--- src/rtl/pipeline_hazard_ctrl.sv ---
// pipeline_hazard_ctrl: scoreboard-based load-use stall, branch flush and registered forwarding selects.
// Optional performance counters enabled by defining HAZARD_PERF_CNT_EN.
module pipeline_hazard_ctrl #(
  parameter int DEPTH      = 3,
  parameter int REG_AW     = 5,
  parameter int LOAD_READY = 2,
  parameter int FW         = $clog2(DEPTH)
) (
  input  logic              clk,
  input  logic              reset,
  input  logic              id_valid,
  input  logic [REG_AW-1:0] id_rs,
  input  logic [REG_AW-1:0] id_rt,
  input  logic              id_uses_rs,
  input  logic              id_uses_rt,
  input  logic [REG_AW-1:0] id_rd,
  input  logic              id_reg_write,
  input  logic              id_mem_read,
  input  logic              ex_branch_taken,
  output logic              pc_enable,
  output logic              if_id_enable,
  output logic              if_id_flush,
  output logic              id_ex_bubble,
  output logic [FW-1:0]     fwd_a,
  output logic [FW-1:0]     fwd_b,
  output logic [31:0]       stall_cnt,
  output logic [31:0]       flush_cnt
);
  logic [DEPTH-1:0]  sb_v, sb_ld;
  logic [REG_AW-1:0] sb_rd [DEPTH];
  logic [FW+1:0]     look_a, look_b;
  logic              stall_a, stall_b, stall, flush, load0;
  logic [FW-1:0]     sel_a, sel_b;

  // returns {hit, is_load, index}; scanning oldest to youngest lets the youngest match win
  function automatic logic [FW+1:0] lookup(input logic [REG_AW-1:0] src, input logic use_src);
    logic [FW+1:0] r;
    r = '0;
    for (int i = DEPTH - 1; i >= 0; i--)
      if (sb_v[i] && sb_rd[i] == src && src != '0 && use_src) r = {1'b1, sb_ld[i], FW'(i)};
    return r;
  endfunction

  always_comb begin
    look_a       = lookup(id_rs, id_uses_rs);
    look_b       = lookup(id_rt, id_uses_rt);
    stall_a      = look_a[FW+1] && look_a[FW] && (int'(look_a[FW-1:0]) + 1 < LOAD_READY);
    stall_b      = look_b[FW+1] && look_b[FW] && (int'(look_b[FW-1:0]) + 1 < LOAD_READY);
    flush        = reset && ex_branch_taken;
    stall        = reset && !flush && (stall_a || stall_b);
    pc_enable    = !stall;
    if_id_enable = !stall;
    if_id_flush  = flush;
    id_ex_bubble = stall || flush;
    load0        = id_valid && id_reg_write && id_rd != '0 && !stall && !flush;
    // a match in the last stage is written through the register file this cycle
    sel_a        = (look_a[FW+1] && look_a[FW-1:0] != FW'(DEPTH - 1)) ? look_a[FW-1:0] + FW'(1) : '0;
    sel_b        = (look_b[FW+1] && look_b[FW-1:0] != FW'(DEPTH - 1)) ? look_b[FW-1:0] + FW'(1) : '0;
  end

  always_ff @(posedge clk or negedge reset) begin
    if (!reset) begin
      sb_v  <= '0;
      sb_ld <= '0;
      for (int i = 0; i < DEPTH; i++) sb_rd[i] <= '0;
      fwd_a <= '0;
      fwd_b <= '0;
    end else begin
      sb_v  <= {sb_v[DEPTH-2:0], load0};
      sb_ld <= {sb_ld[DEPTH-2:0], id_mem_read};
      sb_rd[0] <= id_rd;
      for (int i = 1; i < DEPTH; i++) sb_rd[i] <= sb_rd[i-1];
      fwd_a <= (stall || flush) ? '0 : sel_a;
      fwd_b <= (stall || flush) ? '0 : sel_b;
    end
  end

`ifdef HAZARD_PERF_CNT_EN
  always_ff @(posedge clk or negedge reset) begin
    if (!reset) begin
      stall_cnt <= '0;
      flush_cnt <= '0;
    end else begin
      if (stall && stall_cnt != '1) stall_cnt <= stall_cnt + 32'd1;
      if (flush && flush_cnt != '1) flush_cnt <= flush_cnt + 32'd1;
    end
  end
`else
  assign stall_cnt = '0;
  assign flush_cnt = '0;
`endif
endmodule

--- config.mk ---
export PLATFORM = sky130hd
export DESIGN_NAME = pipeline_hazard_ctrl
export DESIGN_NICKNAME = d
export VERILOG_FILES = /design/src/rtl/pipeline_hazard_ctrl.sv
export SDC_FILE = /design/constraint.sdc
export NUM_CORES = 1
export LEC_CHECK = 0
export CAP_MARGIN = 20
export CORE_MARGIN = 3
export CORE_UTILIZATION = 35
export DETAILED_ROUTE_END_ITERATION = 8
export PLACE_DENSITY = 0.84
export SLEW_MARGIN = 20
export SYNTH_ARGS = -nofsm -noshare
export SYNTH_HDL_FRONTEND = slang
export SYNTH_SLANG_ARGS = --single-unit
--- constraint.sdc ---
create_clock -name clk -period 2.7 [get_ports clk]
set_clock_uncertainty 0.1 [all_clocks]
set_input_delay 0.54 -clock clk [delete_from_list [all_inputs] [get_ports clk]]
set_output_delay 0.54 -clock clk [all_outputs]
set_load 0.005 [all_outputs]
==> results of run 1 <==
-- flip-flops by register name (all words and copies together) (netlist names) --
signal  count
sb_rd      10
sb_v        2
fwd_a       2
sb_ld       1
fwd_b       2
-- cell type report --
type                    instances  area share, %
well taps                      46           3.45
clock buffers                   4           2.70
repair buffers                 54           28.2
multi-input cells             109           40.0
flip-flops and latches         17           25.5
inverters                       1          0.225
-- per-stage QoR --
stage                     util [%]  setup WS (ns)  total power, uW  std cells  hold WS [ns]
after global routing          47.8        0.00420              626        231         0.334
after floorplan                  -          0.376              400        192         0.144
after detailed placement      45.1         -0.447              409        221         0.297
after CTS                     47.0         0.0167              594        229         0.316
after global placement        45.1         -0.465              407        221         0.296
final                         47.8         0.0873              592        231         0.312
-- worst max path at each step --
stage	startpoint	to	slack, ns	cells past startpoint
2_1_floorplan	id_rs[4]	pc_enable	0.38	5
5_1_grt	id_rs[3]	if_id_enable	0.004	8
6_report	id_rs[1]	if_id_enable	0.09	8
3_3_place_gp	id_rs[4]	id_ex_bubble	-0.46	7
4_1_cts	id_rt[0]	if_id_enable	0.02	8
3_5_place_dp	id_rt[1]	if_id_enable	-0.45	6
-- report_power, final --
group | switching, uW | internal (uW) | leakage (uW)
combinational | 64.4 | 64.6 | 0.000577
clock | 83.4 | 105 | 0.0000228
sequential | 9.63 | 265 | 0.000210
total | 157 | 434 | 0.000810
-- repair_timing --
item,CTS,global route
endpoints found under the setup margin,3,3
pin swaps,6,7
gates resized for setup,24,5
buffers inserted,4,2
-- metal layers --
metal / GRT usage, % / up-vias / wire length, um
met2: 17.5 / 45 / 1320
met1: 12.3 / 381 / 845
met4: 3.04 / 0 / 33
met3: 3.66 / 5 / 237
li1: - / 407 / -
met5: 0 / - / 0
-- cells by family after synthesis --
logic type / after synthesis / share of synthesized area (%)
buf+inv: 66 / 36.8
xor+xnor: 20 / 13.1
simple gates: 19 / 10.0
flops: 17 / 31.9
compound gates: 6 / 7.87
other cells: 1 / 0.281
-- placed cells by master, fill, tap and decap left out, types with 2 or more instances in the layout --
master,synthesis,final
nand4_1,4,4
clkdlybuf4s15_1,0,4
conb_1,1,64
nor3_4,0,2
dlygate4sd2_1,0,4
clkdlybuf4s50_1,0,19
clkbuf_8,0,3
xor2_1,8,8
o21ai_4,2,2
nor3b_1,2,2
nand2_1,4,4
xnor2_1,12,12
buf_4,65,23
nor4_1,2,2
dfrtp_1,17,17
buf_6,0,2
or4_4,2,2
a2111oi_4,2,2
buf_2,0,2
==> impl_metrics.py, run 1 <==
metrics = {
    "run_status": {
        "status": "finished clean",
    },
    "global_routing": {
        "antenna_found_initial": 0,
        "grt_pass1_wl_mm": 3.42,
        "grt_remaining_overflow": 0,
        "grt_pass1_vias": 752,
        "grt_max_degree": 16,
        "grtUsageTotal_pct": 10.4,
    },
    "detailed_routing": {
        "detail-route-antenna-nets": 0,
        "wire_per_inst_um": 10.5,
        "dr.pass1.iters": 3,
        "first_iter_violations": 25,
        "vias": 838,
        "drc_errors": 0,
        "vias_per_cell": 3.63,
        "wl_mm": 2.44,
    },
    "yosys": {
        "synth-seq-area-share_pct": 31.9,
        "ys_warn_count": 0,
        "ys_top_cells_by_count": "buf_4 (65), dfrtp_1 (17), xnor2_1 (12), xor2_1 (8)",
        "syn_inst": 129,
        "syn_area_sq_um": 1340,
        "ys_seq_elements": 17,
        "ys.flop_type": "dfrtp_1",
        "yosys.area.top_type": "buf_4",
        "yosysMostFrequentCell": "buf_4",
        "netlist_top_cells_area": "buf_4 (37%), dfrtp_1 (32%), xnor2_1 (7.9%), xor2_1 (5.2%), a2111oi_4 (4.1%)",
        "synth_edf_count": 0,
        "syn_avg_cell_area_sq_um": 10.3,
        "async_flop_share_pct": 100,
        "yosys.area.top_type_share_pct": 36.6,
        "synthDistinctLibCells": 19,
    },
    "floorplan": {
        "initial_core_util_pct": 38.2,
        "ios": 95,
        "die_area_sq_um": 4590,
        "dieWidth_um": 67.8,
        "rows": 21,
        "core_sq_um": 3490,
        "dieHeight_um": 67.8,
    },
    "critical_path": {
        "path_buf_inv": 4,
        "rr_endpoint": "fwd_a[1]$_DFF_PN0_",
        "crit_fanout": 2,
        "required_ns": 2.06,
        "path_cells": "dlygate4sd2_1, or4_4, o21ai_4, nor3_4, o21ai_2, buf_4, buf_6, buf_6",
        "cp-end-kind": "primary output",
        "path_class": "input pin to primary output",
        "worstSetupStartpointType": "input pin",
        "cp_slowest_stage_delay_ns": 0.49,
        "cp_slowest_cell": "or4_4",
        "worst_path_most_repeated_cell": "buf_6",
        "r2r_slack_ns": 1.02,
        "r2r_start": "sb_rd[13]$_DFF_PN0_",
        "reg2reg_depth": 7,
        "worstPathArrival_ns": 1.97,
        "path_delay_family": "simple AND/OR/NAND/NOR gates",
    },
    "place": {
        "hpwl_mm": 2.08,
        "port_buffers": 30,
        "place_area_sq_um": 1580,
        "gp_congestion": 0.889,
    },
    "cells_and_area": {
        "ff_latch_area_sq_um": 425,
        "nNetsFinal": 209,
        "area.growth.synth_to_final_pct": 25.0,
        "multi_input_area_sq_um": 667,
        "final.fill_count": 354,
        "layout-drive-gt1-share_pct": 21.6,
        "design_area_sq_um": 1670,
        "n_antenna_cell": 0,
    },
    "power": {
        "p_leak_uw": 0.000810,
        "p_per_area_nw_per_um2": 355,
        "vdd_drop_max_v": 0.000299,
    },
    "hold_path": {
        "holdPathStages": 0,
        "hold_class": "register to register",
        "hp-start": "sb_v[0]$_DFF_PN0_",
        "min_to": "sb_v[1]$_DFF_PN0_",
    },
    "timing": {
        "fin_crit_ns": 2.61,
        "rsz0062_at_grt": "false",
        "hold_viol_final": 0,
        "setup_viol_count_final": 0,
        "setup_tns_ns": 0,
        "timing.final.max_slew_violations": 0,
        "post-route-period-util_pct": 96.8,
        "max_freq_mhz": 383,
    },
    "clock_network": {
        "clock_sinks": 17,
        "cts_tree": "yes",
        "path_clk_slew_ns": 0.06,
        "htree_levels": 1,
        "root_buffer": "clkbuf_8",
        "numCtsBuffers": 3,
        "clk_path_buf_depth": 2,
        "postCtsHoldBufs": 0,
        "clk_latency_ns": 0.25,
    },
    "flow_run": {
        "drv_cap": 0,
    },
}
Note: power is estimated with default switching activity, not from simulation.
==> inputs of run 2 (changes only) <==
--- a/config.mk
+++ b/config.mk
@@ -9,6 +9,7 @@
 export CORE_MARGIN = 3
 export CORE_UTILIZATION = 35
 export DETAILED_ROUTE_END_ITERATION = 8
+export GPL_TIMING_DRIVEN = 0
 export PLACE_DENSITY = 0.84
 export SLEW_MARGIN = 20
 export SYNTH_ARGS = -nofsm -noshare
==> run 2 against run 1 <==
Net effect:
- total power increased by 8.4%
- die area unchanged
- cell area increased by 19%
- final cell count increased by 19%
- highest routed layer unchanged
- worst setup slack improved by 0.0048 ns
- count of clock-buffer cells in the layout decreased by 1
- sequential share of layout area decreased by 4.1 points
- register-to-register slack improved by 0.06 ns
- clock power about the same
- via count increased by 12%
- non-clock buffer count increased by 45
- core utilization increased by 9.1 points
==> impl_metrics.py, run 2 (same netlist as run 1, synthesis figures left out) <==
metrics = {
    "critical_path": {
        "endpoint": "id_ex_bubble",
        "worstPathArrival_ns": 1.97,
        "crit_fanout": 3,
        "worstSetupStartpointType": "input pin",
        "reg2reg_depth": 6,
        "r2r_start": "sb_rd[10]$_DFF_PN0_",
        "crit_start": "id_rt[2]",
        "path_class": "input pin to primary output",
        "cp-end-kind": "primary output",
        "required_ns": 2.06,
        "r2r_slack_ns": 1.08,
        "rr_endpoint": "sb_v[0]$_DFF_PN0_",
    },
    "cells_and_area": {
        "stdcell_count": 276,
        "n_antenna_cell": 0,
        "area.growth.synth_to_final_pct": 48.8,
        "layout-drive-gt1-share_pct": 40.0,
        "nNetsFinal": 254,
        "final_common_cell": "buf_4",
        "mostFrequentLayoutCells": "buf_4 (69), conb_1 (64), dfrtp_1 (17)",
        "largest_reg_flops": 10,
        "final_core_util_pct": 56.9,
        "regMostFlops": "sb_rd",
    },
    "floorplan": {
        "die_area_sq_um": 4590,
        "dieWidth_um": 67.8,
        "ios": 95,
        "initial_core_util_pct": 38.2,
        "core_sq_um": 3490,
        "rows": 21,
        "dieHeight_um": 67.8,
    },
    "global_routing": {
        "grt_remaining_overflow": 0,
        "grt_pass1_vias": 831,
        "grt_pass1_wl_mm": 3.65,
        "grt_max_degree": 20,
        "grtUsageTotal_pct": 10.6,
        "antenna_found_initial": 0,
    },
    "power": {
        "power.internal_uw": 476,
        "switching_share_pct": 25.9,
        "power.share.combinational_pct": 28.2,
        "pwr-share-seq_pct": 42.7,
        "finalPower_uw": 642,
        "vdd_drop_max_v": 0.000234,
        "p_sw_uw": 166,
        "p_leak_uw": 0.00108,
        "p_per_area_nw_per_um2": 323,
        "p_clk_share_pct": 29.1,
    },
    "detailed_routing": {
        "wl_mm": 2.52,
        "wire_per_inst_um": 9.14,
        "detail-route-antenna-nets": 0,
        "dr.pass1.iters": 3,
        "vias_per_cell": 3.41,
        "first_iter_violations": 4,
        "drc_errors": 0,
        "vias": 940,
    },
    "flow_run": {
        "drv_cap": 0,
    },
    "clock_network": {
        "root_buffer": "clkbuf_8",
        "numCtsBuffers": 3,
        "cts_tree": "yes",
        "path_clk_slew_ns": 0.06,
        "postCtsHoldBufs": 0,
        "clk_latency_ns": 0.25,
        "htree_levels": 1,
        "clock_sinks": 17,
        "clk_path_buf_depth": 2,
    },
    "timing": {
        "fin_crit_ns": 2.61,
        "setup_viol_count_final": 0,
        "holdWs_ns": 0.108,
        "rsz0062_at_grt": "false",
        "timing.final.ws_setup_ns": 0.0922,
        "timing.final.max_slew_violations": 0,
        "hold_viol_final": 0,
        "post-route-period-util_pct": 96.6,
        "max_freq_mhz": 383,
    },
    "place": {
        "gp_congestion": 0.890,
        "pre_cts_ws_ns": -0.751,
        "port_buffers": 30,
        "place_inst": 268,
        "hpwl_mm": 2.19,
    },
    "hold_path": {
        "hold_class": "input pin to async pin",
    },
    "run_status": {
        "status": "finished clean",
    },
}
[run 2: cell types whose count changed in the layout (fill, tap and decap cells not counted), sizes merged, moves of 2 or more]
cell / delta
dlymetal6s2s: +2
dlygate4sd2: -3
clkdlybuf4s50: -3
buf: +50
[run 2: how the worst min path moves through the flow]
stage | start | endpoint | slack [ns] | cells past startpoint
after floorplan | reset | fwd_a[0]$_DFF_PN0_ | 0.14 | 0
after global placement | sb_v[0]$_DFF_PN0_ | sb_v[1]$_DFF_PN0_ | 0.29 | 0
after detailed placement | sb_v[0]$_DFF_PN0_ | sb_v[1]$_DFF_PN0_ | 0.29 | 0
after CTS | reset | sb_v[0]$_DFF_PN0_ | 0.23 | 1
after global routing | reset | sb_v[0]$_DFF_PN0_ | 0.13 | 1
final | reset | fwd_b[1]$_DFF_PN0_ | 0.11 | 1
[run 2: repair_timing]
item / 4_1_cts / 5_1_grt
buffers inserted: 4 / 1
gates resized for setup: 39 / 7
endpoints found under the setup margin: 4 / 3
pin swaps: 7 / 5
cloned: 0 / 0
[run 2: through the flow]
stage / setup TNS (ns) / cell area (sq um)
after floorplan: 0 / 1570
after global placement: -2.58 / 1930
after detailed placement: -2.69 / 1930
after CTS: 0 / 1990
after global routing: 0 / 1990
final: 0 / 1990
[run 2: critical path, stage by stage]
cell and delay (ns):
buf_2 0.12, or4_4 0.54, o21ai_4 0.21, nor3_4 0.07, o21ai_2 0.17, buf_4 0.14, nand2_1 0.04, buf_2 0.13
[run 2: layout make-up]
class	instances	area, sq um
Fill cell	318	1510
Multi-Input combinational cell	109	667
Buffer	64	480
Sequential cell	17	425
Timing Repair Buffer	35	304
Tap cell	46	57.6
Clock buffer	3	41.3
Clock inverter	1	7.51
Inverter	1	3.75
[run 2: metal layers]
metal	vias up	part of all wire (%)	global-route usage [%]
li1	493	-	-
met1	395	32	10.1
met2	48	57	20.4
met3	4	11	4.49
met4	0	0.71	3.29
met5	-	0	0
[run 2: power groups by stage]
| stage | Clock (uW) | Sequential, uW | Combinational [uW] |
|---|---|---|---|
| 2_1_floorplan | 0 | 277 | 124 |
| 3_3_place_gp | 0 | 278 | 176 |
| 3_5_place_dp | 0 | 279 | 178 |
| 4_1_cts | 191 | 274 | 177 |
| 5_1_grt | 211 | 275 | 200 |
| 6_report | 187 | 274 | 181 |
==> inputs of run 3 (changes only) <==
--- a/config.mk
+++ b/config.mk
@@ -6,7 +6,6 @@
 export NUM_CORES = 1
 export LEC_CHECK = 0
 export CAP_MARGIN = 20
-export CORE_MARGIN = 3
 export CORE_UTILIZATION = 35
 export DETAILED_ROUTE_END_ITERATION = 8
 export GPL_TIMING_DRIVEN = 0
==> constraint.sdc (replaced) <==
create_clock -name clk -period 2.6 [get_ports clk]
set_clock_uncertainty 0.1 [all_clocks]
set_input_delay 0.52 -clock clk [delete_from_list [all_inputs] [get_ports clk]]
set_output_delay 0.52 -clock clk [all_outputs]
set_load 0.005 [all_outputs]
==> run 3 against run 2 <==
Net effect:
- critical endpoint is now pc_enable
- final cell count grew 1.4%
- critical path type unchanged
- hold slack worse by 0.024 ns
- routed wire length is 3.8% lower
- sequential share of layout area down 0.067 points
==> impl_metrics.py, run 3 (same netlist as run 1, synthesis figures left out) <==
metrics = {
    "run_status": {
        "status": "finished clean",
    },
    "detailed_routing": {
        "wl_mm": 2.43,
        "detail-route-antenna-nets": 0,
        "wire_per_inst_um": 8.68,
        "vias_per_cell": 3.43,
        "drc_errors": 0,
        "dr.pass1.iters": 2,
        "first_iter_violations": 4,
        "vias": 959,
    },
    "timing": {
        "max_freq_mhz": 399,
        "setup_viol_count_final": 0,
        "post-route-period-util_pct": 96.4,
        "rsz0062_at_grt": "false",
        "fin_crit_ns": 2.51,
        "hold_viol_final": 0,
        "timing.final.max_slew_violations": 0,
    },
    "cells_and_area": {
        "final.fill_count": 349,
        "stdcell_count": 280,
        "final_common_cell": "buf_4",
        "layout-drive-gt1-share_pct": 41.4,
        "nNetsFinal": 256,
        "ff_latch_area_sq_um": 425,
        "largest_reg_flops": 10,
        "n_antenna_cell": 0,
        "regMostFlops": "sb_rd",
        "multi_input_area_sq_um": 667,
        "mostFrequentLayoutCells": "buf_4 (73), conb_1 (64), dfrtp_1 (17)",
        "area.growth.synth_to_final_pct": 49.3,
    },
    "place": {
        "hpwl_mm": 2.07,
        "gp_congestion": 0.837,
        "place_inst": 270,
        "port_buffers": 30,
    },
    "critical_path": {
        "cp-end-kind": "primary output",
        "crit_fanout": 3,
        "worstPathArrival_ns": 1.89,
        "path_class": "input pin to primary output",
        "r2r_slack_ns": 0.93,
        "required_ns": 1.98,
        "worstSetupStartpointType": "input pin",
    },
    "flow_run": {
        "drv_cap": 0,
    },
    "floorplan": {
        "dieWidth_um": 63.8,
        "ios": 95,
        "initial_core_util_pct": 36.5,
        "core_sq_um": 3660,
        "die_area_sq_um": 4070,
        "dieHeight_um": 63.8,
        "rows": 22,
    },
    "clock_network": {
        "clk_latency_ns": 0.25,
        "clk_path_buf_depth": 2,
        "htree_levels": 1,
        "cts_tree": "yes",
        "numCtsBuffers": 3,
        "path_clk_slew_ns": 0.07,
        "clock_sinks": 17,
        "root_buffer": "clkbuf_8",
    },
    "global_routing": {
        "met3_usage_pct": 3.57,
        "grtUsageTotal_pct": 12.9,
        "grt_util_met1_pct": 13.3,
        "grt_max_degree": 20,
        "antenna_found_initial": 0,
        "grt_pass1_vias": 879,
        "grt_remaining_overflow": 0,
        "grt_pass1_wl_mm": 3.93,
        "grt_util_met2_pct": 24.1,
        "top_usage_layer": "met2",
    },
    "power": {
        "switching_share_pct": 26.6,
        "power.internal_uw": 494,
        "power.share.combinational_pct": 27.7,
        "p_leak_uw": 0.00108,
        "finalPower_uw": 672,
        "p_per_area_nw_per_um2": 337,
        "p_clk_share_pct": 30.0,
        "vdd_drop_max_v": 0.000270,
        "p_sw_uw": 179,
        "pwr-share-seq_pct": 42.4,
    },
    "hold_path": {
        "hold_class": "input pin to async pin",
    },
}
## run 3: changes by cell type in the layout (fill, tap and decap cells not counted), sizes merged
cell           delta
buf               +5
clkdlybuf4s15     -2
dlymetal6s2s      -2
dlygate4sd2       +1
## run 3: worst max-delay path, stage by stage
cell     delay [ns]
buf_4          0.13
or4_4          0.54
o21ai_4        0.18
nor3_4         0.06
o21ai_2        0.22
buf_4          0.16
buf_6          0.08
## run 3: repair_timing
action,in CTS,in global routing
setup buffers,7,2
hold buffers,0,0
resized for setup,51,5
setup endpoints to repair,4,4
hold endpoints to repair,0,0
pin swaps,7,5
## run 3: layout make-up
| class | instances | area share (%) |
|---|---|---|
| tap | 48 | 3.01 |
| clock inverter | 1 | 0.377 |
| multi-input combinational | 109 | 33.5 |
| buffer | 64 | 24.1 |
| clock buffer | 3 | 2.07 |
| sequential | 17 | 21.3 |
| timing repair buffer | 37 | 15.4 |
| inverter | 1 | 0.188 |
## run 3: power groups by stage
stage / registers, uW / clock network (uW) / logic (uW)
floorplan: 287 / 0 / 128
detailed placement: 290 / 0 / 185
global route: 286 / 218 / 204
global placement: 289 / 0 / 183
finish: 285 / 202 / 186
CTS: 285 / 207 / 182
## run 3: path summary, 6_finish.rpt
path	startpoint	endpoint	cells past startpoint
min in group clk	sb_v[0]$_DFF_PN0_	sb_v[1]$_DFF_PN0_	0
max reg2reg	sb_rd[13]$_DFF_PN0_	fwd_a[0]$_DFF_PN0_	6
min	reset	sb_rd[7]$_DFF_PN0_	1
min reg2reg	sb_v[0]$_DFF_PN0_	sb_v[1]$_DFF_PN0_	0
max in group asynchronous	reset	fwd_a[1]$_DFF_PN0_	1
max	id_rs[4]	pc_enable	7
## run 3: per-layer routing
metal / routed length (um) / share of wire, %
met5: 0 / 0
met3: 187 / 7.7
met4: 36 / 1.5
met1: 895 / 37
met2: 1310 / 54
## run 3: stage by stage
stage / area [sq um] / hold slack (ns) / worst slack (ns) / setup TNS [ns] / util (%)
global placement: 1930 / 0.295 / -0.802 / -2.81 / 52.8
floorplan: 1570 / 0.124 / 0.316 / 0 / -
finish: 1990 / 0.0841 / 0.0948 / 0 / 54.4
CTS: 2010 / 0.204 / 0.00756 / 0 / 54.8
global route: 1990 / 0.114 / 0.00723 / 0 / 54.4
detailed placement: 1930 / 0.297 / -0.808 / -2.94 / 52.8
